[src/rtl/mac_dot_pipe.sv]
// Pipelined signed dot-product accumulator: LANES multipliers, a reduction tree,
// and an accumulator that emits one total per vector on a valid/ready output.
module mac_dot_pipe #(
    parameter int unsigned LANES  = 4,
    parameter int unsigned A_W    = 8,
    parameter int unsigned B_W    = 8,
    parameter int unsigned ACC_W  = 32,
    parameter bit          SAT_EN = 1'b1
) (
    input  logic                   clk,
    input  logic                   rst_n,
    input  logic                   clr,
    input  logic                   in_valid,
    output logic                   in_ready,
    input  logic                   in_last,
    input  logic [LANES*A_W-1:0]   a,
    input  logic [LANES*B_W-1:0]   b,
    output logic                   out_valid,
    input  logic                   out_ready,
    output logic [ACC_W-1:0]       out_acc,
    output logic                   out_sat
);

    localparam int unsigned PW = A_W + B_W;
    localparam int unsigned SW = PW + $clog2(LANES);
    localparam logic [ACC_W-1:0] AccMax = {1'b0, {(ACC_W-1){1'b1}}};
    localparam logic [ACC_W-1:0] AccMin = {1'b1, {(ACC_W-1){1'b0}}};

    logic                      s1_valid_q, s1_valid_d, s1_last_q, s1_last_d;
    logic [LANES-1:0][PW-1:0]  s1_prod_q, s1_prod_d;
    logic                      s2_valid_q, s2_valid_d, s2_last_q, s2_last_d;
    logic [SW-1:0]             s2_sum_q, s2_sum_d;
    logic                      s3_valid_q, s3_valid_d, s3_last_q, s3_last_d;
    logic [SW-1:0]             s3_sum_q, s3_sum_d;
    logic [ACC_W-1:0]          acc_q, acc_d;
    logic                      sat_q, sat_d;
    logic                      out_valid_q, out_valid_d;
    logic [ACC_W-1:0]          out_acc_q, out_acc_d;
    logic                      out_sat_q, out_sat_d;

    logic                      stall, accept, ovf;
    logic [LANES-1:0][PW-1:0]  prod_c;
    logic [SW-1:0]             sum_c;
    logic [ACC_W:0]            acc_sum;
    logic [ACC_W-1:0]          acc_res;

    assign stall     = out_valid_q && !out_ready;
    assign in_ready  = !stall && !clr;
    assign accept    = in_valid && in_ready;
    assign out_valid = out_valid_q;
    assign out_acc   = out_acc_q;
    assign out_sat   = out_sat_q;

    // Operands are sign-extended to PW first so the low PW product bits are exact.
    always_comb begin
        for (int unsigned i = 0; i < LANES; i++) begin
            prod_c[i] = PW'($signed(a[i*A_W +: A_W])) * PW'($signed(b[i*B_W +: B_W]));
        end
    end

    always_comb begin
        sum_c = '0;
        for (int unsigned i = 0; i < LANES; i++) begin
            sum_c = sum_c + SW'($signed(s1_prod_q[i]));
        end
    end

    // One guard bit above the accumulator exposes signed overflow.
    always_comb begin
        acc_sum = {acc_q[ACC_W-1], acc_q} + (ACC_W+1)'($signed(s3_sum_q));
        ovf     = acc_sum[ACC_W] ^ acc_sum[ACC_W-1];
        if (ovf && SAT_EN) begin
            acc_res = acc_sum[ACC_W] ? AccMin : AccMax;
        end else begin
            acc_res = acc_sum[ACC_W-1:0];
        end
    end

    always_comb begin
        s1_valid_d  = s1_valid_q;
        s1_last_d   = s1_last_q;
        s1_prod_d   = s1_prod_q;
        s2_valid_d  = s2_valid_q;
        s2_last_d   = s2_last_q;
        s2_sum_d    = s2_sum_q;
        s3_valid_d  = s3_valid_q;
        s3_last_d   = s3_last_q;
        s3_sum_d    = s3_sum_q;
        acc_d       = acc_q;
        sat_d       = sat_q;
        out_valid_d = out_valid_q;
        out_acc_d   = out_acc_q;
        out_sat_d   = out_sat_q;

        if (clr) begin
            // Pipeline flushes; a pending result in the output register survives.
            s1_valid_d = 1'b0;
            s2_valid_d = 1'b0;
            s3_valid_d = 1'b0;
            acc_d      = '0;
            sat_d      = 1'b0;
            if (!stall) begin
                out_valid_d = 1'b0;
            end
        end else if (!stall) begin
            s1_valid_d  = accept;
            s1_last_d   = in_last;
            s1_prod_d   = prod_c;
            s2_valid_d  = s1_valid_q;
            s2_last_d   = s1_last_q;
            s2_sum_d    = sum_c;
            s3_valid_d  = s2_valid_q;
            s3_last_d   = s2_last_q;
            s3_sum_d    = s2_sum_q;
            out_valid_d = 1'b0;
            if (s3_valid_q) begin
                if (s3_last_q) begin
                    out_valid_d = 1'b1;
                    out_acc_d   = acc_res;
                    out_sat_d   = sat_q | ovf;
                    acc_d       = '0;
                    sat_d       = 1'b0;
                end else begin
                    acc_d = acc_res;
                    sat_d = sat_q | ovf;
                end
            end
        end
    end

    always_ff @(posedge clk or negedge rst_n) begin
        if (!rst_n) begin
            s1_valid_q  <= 1'b0;
            s1_last_q   <= 1'b0;
            s1_prod_q   <= '0;
            s2_valid_q  <= 1'b0;
            s2_last_q   <= 1'b0;
            s2_sum_q    <= '0;
            s3_valid_q  <= 1'b0;
            s3_last_q   <= 1'b0;
            s3_sum_q    <= '0;
            acc_q       <= '0;
            sat_q       <= 1'b0;
            out_valid_q <= 1'b0;
            out_acc_q   <= '0;
            out_sat_q   <= 1'b0;
        end else begin
            s1_valid_q  <= s1_valid_d;
            s1_last_q   <= s1_last_d;
            s1_prod_q   <= s1_prod_d;
            s2_valid_q  <= s2_valid_d;
            s2_last_q   <= s2_last_d;
            s2_sum_q    <= s2_sum_d;
            s3_valid_q  <= s3_valid_d;
            s3_last_q   <= s3_last_d;
            s3_sum_q    <= s3_sum_d;
            acc_q       <= acc_d;
            sat_q       <= sat_d;
            out_valid_q <= out_valid_d;
            out_acc_q   <= out_acc_d;
            out_sat_q   <= out_sat_d;
        end
    end

endmodule

[config.mk]
export PLATFORM = sky130hd
export DESIGN_NAME = mac_dot_pipe
export DESIGN_NICKNAME = d
export VERILOG_FILES = /design/src/rtl/mac_dot_pipe.sv
export SDC_FILE = /design/constraint.sdc
export NUM_CORES = 1
export LEC_CHECK = 0
export ABC_AREA = 0
export CAP_MARGIN = 20
export CORE_MARGIN = 5
export CORE_UTILIZATION = 50
export DETAILED_ROUTE_END_ITERATION = 12
export GPL_TIMING_DRIVEN = 0
export HOLD_SLACK_MARGIN = 0.08
export PLACE_DENSITY = 0.82
export SLEW_MARGIN = 30
export SYNTH_ARGS = -nofsm -noshare
export SYNTH_HDL_FRONTEND = slang
export SYNTH_SLANG_ARGS = --single-unit
[constraint.sdc]
create_clock -name clk -period 3.45 [get_ports clk]
set_input_delay 0.5175 -clock clk [delete_from_list [all_inputs] [get_ports clk]]
set_output_delay 0.5175 -clock clk [all_outputs]
set_load 0.05 [all_outputs]
==> results.yml <==
outcome:
  outcome: "complete, but fails checks"
  violations: "negative setup slack"
critical_path:
  path_delay_family: "adder cells"
  worst_r2r_path_depth: 14
  path_cells: "buf_8 > buf_4 > nand2_1 > fa_1 > inv_1 > fa_1 > inv_1 > fa_1 > fa_1 > inv_1 > ha_4 > nor2b_2 > o21ai_2 > nand2b_1 > a21o_1 > a21o_1 > a21o_1 > buf_4 > a21oi_2 > xor2_1 > o21ai_1"
  slowest_delay_ns: 0.50
  endpoint_kind: "flop"
  rr_startpoint: "s1_prod_q[1]$_DFFE_PN0P_"
  cp.arrival_ns: 4.57
  start_kind: "primary input"
  crit_path_top_delay_cell: "fa_1"
  crit_type: "primary input to flop"
  critPathBufInv: 6
  crit_fanout: 7
  worstPathRequired_ns: 3.76
  r2r_end: "s2_sum_q[17]$_DFFE_PN0P_"
  reg2reg_slack_ns: -0.08
  crit_top_cell: "fa_1"
layout:
  nets: 2794
  fin_cells: 2836
  area_growth_pct: 20.70
  drive_above_1_share_pct: 17.34
  final_area_sq_um: 23470
  antenna_cells: 0
  fillers: 3099
synth:
  syn_avg_cell_area_sq_um: 9.206
  synth_warnings: 0
  synthCells: 2112
  synth_ff_type: "dfrtp_1"
  yosysUniqueCellTypes: 67
  ys_async_sr_fraction_pct: 100.0
  synth_seq_cells: 173
  syn_area_sq_um: 19440
  syn_nets: 2601
  ys_seq_area_share_pct: 22.27
  synth_edf_count: 0
route:
  drtIter0Drc: 860
  routedWlPerCell_um: 18.07
  drc: 0
  vias_per_cell: 5.534
  first_pass_iters: 5
  drtAntennaViolNets: 0
  routed_wl_mm: 51.25
  vias: 15700
sta:
  fin_crit_sh_pct: 123.2
  finalClockSkew_ns: 0.01563
  fin_ws_ns: -0.8019
  fin_crit_ns: 4.252
  setup_violations: 34
  fmax_mhz: 235.2
  relSlewSlack_pct: 41.09
  slew_viol_final: 0
  worst_pin_slew_ns: 0.8804
  final_hold_viol_count: 0
  hold_ws_ns: 0.05091
  grt_setup_unrepaired: "true"
pwr:
  ir_worst_vdd_v: 0.0009659
  power_frac_clock_pct: 8.8
  combPwrFrac_pct: 76.5
  p_int_w: 0.01143
  leakagePower_nw: 11.48
  switchingPower_w: 0.01083
  p_per_area_nw_per_um2: 948.9
  p_seq_share_pct: 14.7
  swShare_pct: 48.65
floorplan:
  start_util_pct: 50.43
  core-area_sq_um: 38560
  ios: 105
  die_x_um: 207.2
  die_h_um: 207.2
  rows: 72
  die_area_sq_um: 42930
place:
  port-buffer-count: 104
  placed_area_sq_um: 21260
  place_congestion: 0.9347
  dp.cells: 2735
  hpwl_mm: 37.70
clock_network:
  cts_buffers: 17
  insertion_delay_ns: 0.45
  clkSinkCount: 173
  clk_pin_slew_worst_paths_ns: 0.08
  cts_tree: "done"
  clk_path_buf_depth: 2
  h-tree-depth: 4
  clockRootBuffer: "clkbuf_16"
global_route:
  grt_usage_pct: 23.42
  grt_pass1_wl_mm: 83.46
  grt_max_degree: 88
  antenna_found_initial: 0
  grt_remaining_overflow: 0
  grt_pass1_vias: 16820
hold_path:
  worstHoldPathType: "primary input to async pin"
job:
  max_cap_viol_count: 0
==> cells in the final DEF (no fill, tap or decap), drive strengths merged, types with 49 or more instances in the layout <==
cell type,n
nand2,323
dfrtp,173
and2,174
nor2,49
ha,165
clkbuf,50
buf,150
fa,254
o21ai,118
xnor2,73
a21oi,88
inv,351
==> synth_stat cells, types with 13 or more instances <==
cell,count,share of area (%)
a21o_1,40,1.5
fa_1,254,26
o211ai_1,16,0.62
nor3_1,13,0.33
inv_1,345,6.7
dfrtp_1,173,22
nand3_1,19,0.49
clkbuf_1,37,0.71
o21ai_0,102,2.6
nand2_1,322,6.2
a21oi_1,83,2.1
nor2_1,48,0.93
o21ai_1,15,0.39
and3_1,15,0.48
and2_1,174,5.6
xnor2_1,73,3.3
xor2_1,33,1.5
ha_1,165,11
nand2b_1,22,0.71
nor2b_1,34,1.1
==> worst reg2reg max path, delay by kind of cell, from the launching register on <==
family	cells	cell delay (ns)
buf+inv	1	0.06
compound gates	5	0.94
simple gates	4	0.64
fa+ha+maj	4	1.40
flops	1	0.41
==> per-layer routing <==
layer / part of all wire, % / GRT usage (%) / vias to the layer above
met5: 0 / 0 / -
met4: 5.0 / 9.986 / 0
met3: 4.5 / 3.238 / 157
met2: 52 / 41.97 / 519
met1: 39 / 28.32 / 7922
li1: - / - / 7097
==> cell type report <==
type                       instances  area (sq um)  share of cell area [%]
tap                              518         648.1                   2.762
clock inverter                    15         170.2                  0.7251
sequential                       173          4333                   18.46
buffer                            45         214.0                  0.9118
clock buffer                      17         425.4                   1.813
multi-input combinational       1546         14730                   62.77
timing repair buffer             177          1642                   6.995
inverter                         345          1304                   5.556
==> per-stage QoR <==
stage / setup TNS (ns) / util, % / total power [W] / worst slack, ns
after floorplan: -15.50 / - / 0.01313 / -0.8152
after global routing: -19.16 / 60.86 / 0.02406 / -0.8955
final: -14.24 / 60.86 / 0.02227 / -0.8019
after global placement: -957.51 / 55.05 / 0.01576 / -5.086
after CTS: -12.89 / 59.49 / 0.02094 / -0.6823
after detailed placement: -85.35 / 55.13 / 0.01629 / -1.762
==> power by group through the flow <==
stage | sequential, W | clock (W) | combinational, W
after global routing | 0.00334 | 0.00206 | 0.0187
after floorplan | 0.00352 | 0 | 0.00961
final | 0.00327 | 0.00196 | 0.0170
after global placement | 0.00328 | 0 | 0.0125
after CTS | 0.00326 | 0.00196 | 0.0157
after detailed placement | 0.00330 | 0 | 0.0130
==> registers in the layout (all words and copies together) (netlist names) <==
name	count
acc_q	32
out_acc	32
out_sat	1
out_valid	1
s1_last_q	1
s1_prod_q	64
s1_valid_q	1
s2_last_q	1
s2_sum_q	18
s2_valid_q	1
s3_last_q	1
s3_sum_q	18
s3_valid_q	1
sat_q	1
==> logic make-up after synthesis <==
| logic type | Yosys count | synth area share (%) |
|---|---|---|
| flip-flops | 173 | 22.27 |
| multiplexers | 14 | 0.7787 |
| adder cells (fa/ha/maj) | 419 | 36.77 |
| AND/OR/NAND/NOR | 670 | 16.75 |
| XOR/XNOR | 106 | 4.775 |
| AO/OA/AOI/OAI | 337 | 10.93 |
| buffers and inverters | 393 | 7.729 |
==> worst max path at each step <==
stage                     startpoint                        end  cells past startpoint
after floorplan                b[28]  s1_prod_q[62]$_DFFE_PN0P_                     18
after global placement         rst_n  s1_prod_q[31]$_DFFE_PN0P_                      1
after detailed placement       b[28]  s1_prod_q[62]$_DFFE_PN0P_                     19
after CTS                      a[27]  s1_prod_q[62]$_DFFE_PN0P_                     19
after global routing           a[27]  s1_prod_q[62]$_DFFE_PN0P_                     19
final                          a[27]  s1_prod_q[60]$_DFFE_PN0P_                     21
==> repair_timing <==
item                                    in CTS  in global routing
pin swaps                                   93                 94
resized for setup                          511                148
hold buffers                                 0                  0
endpoints found under the setup margin     113                105
hold endpoints to repair                     0                  0
buffers inserted                            68                 29
No activity file was read; power rests on OpenSTA's default activity.
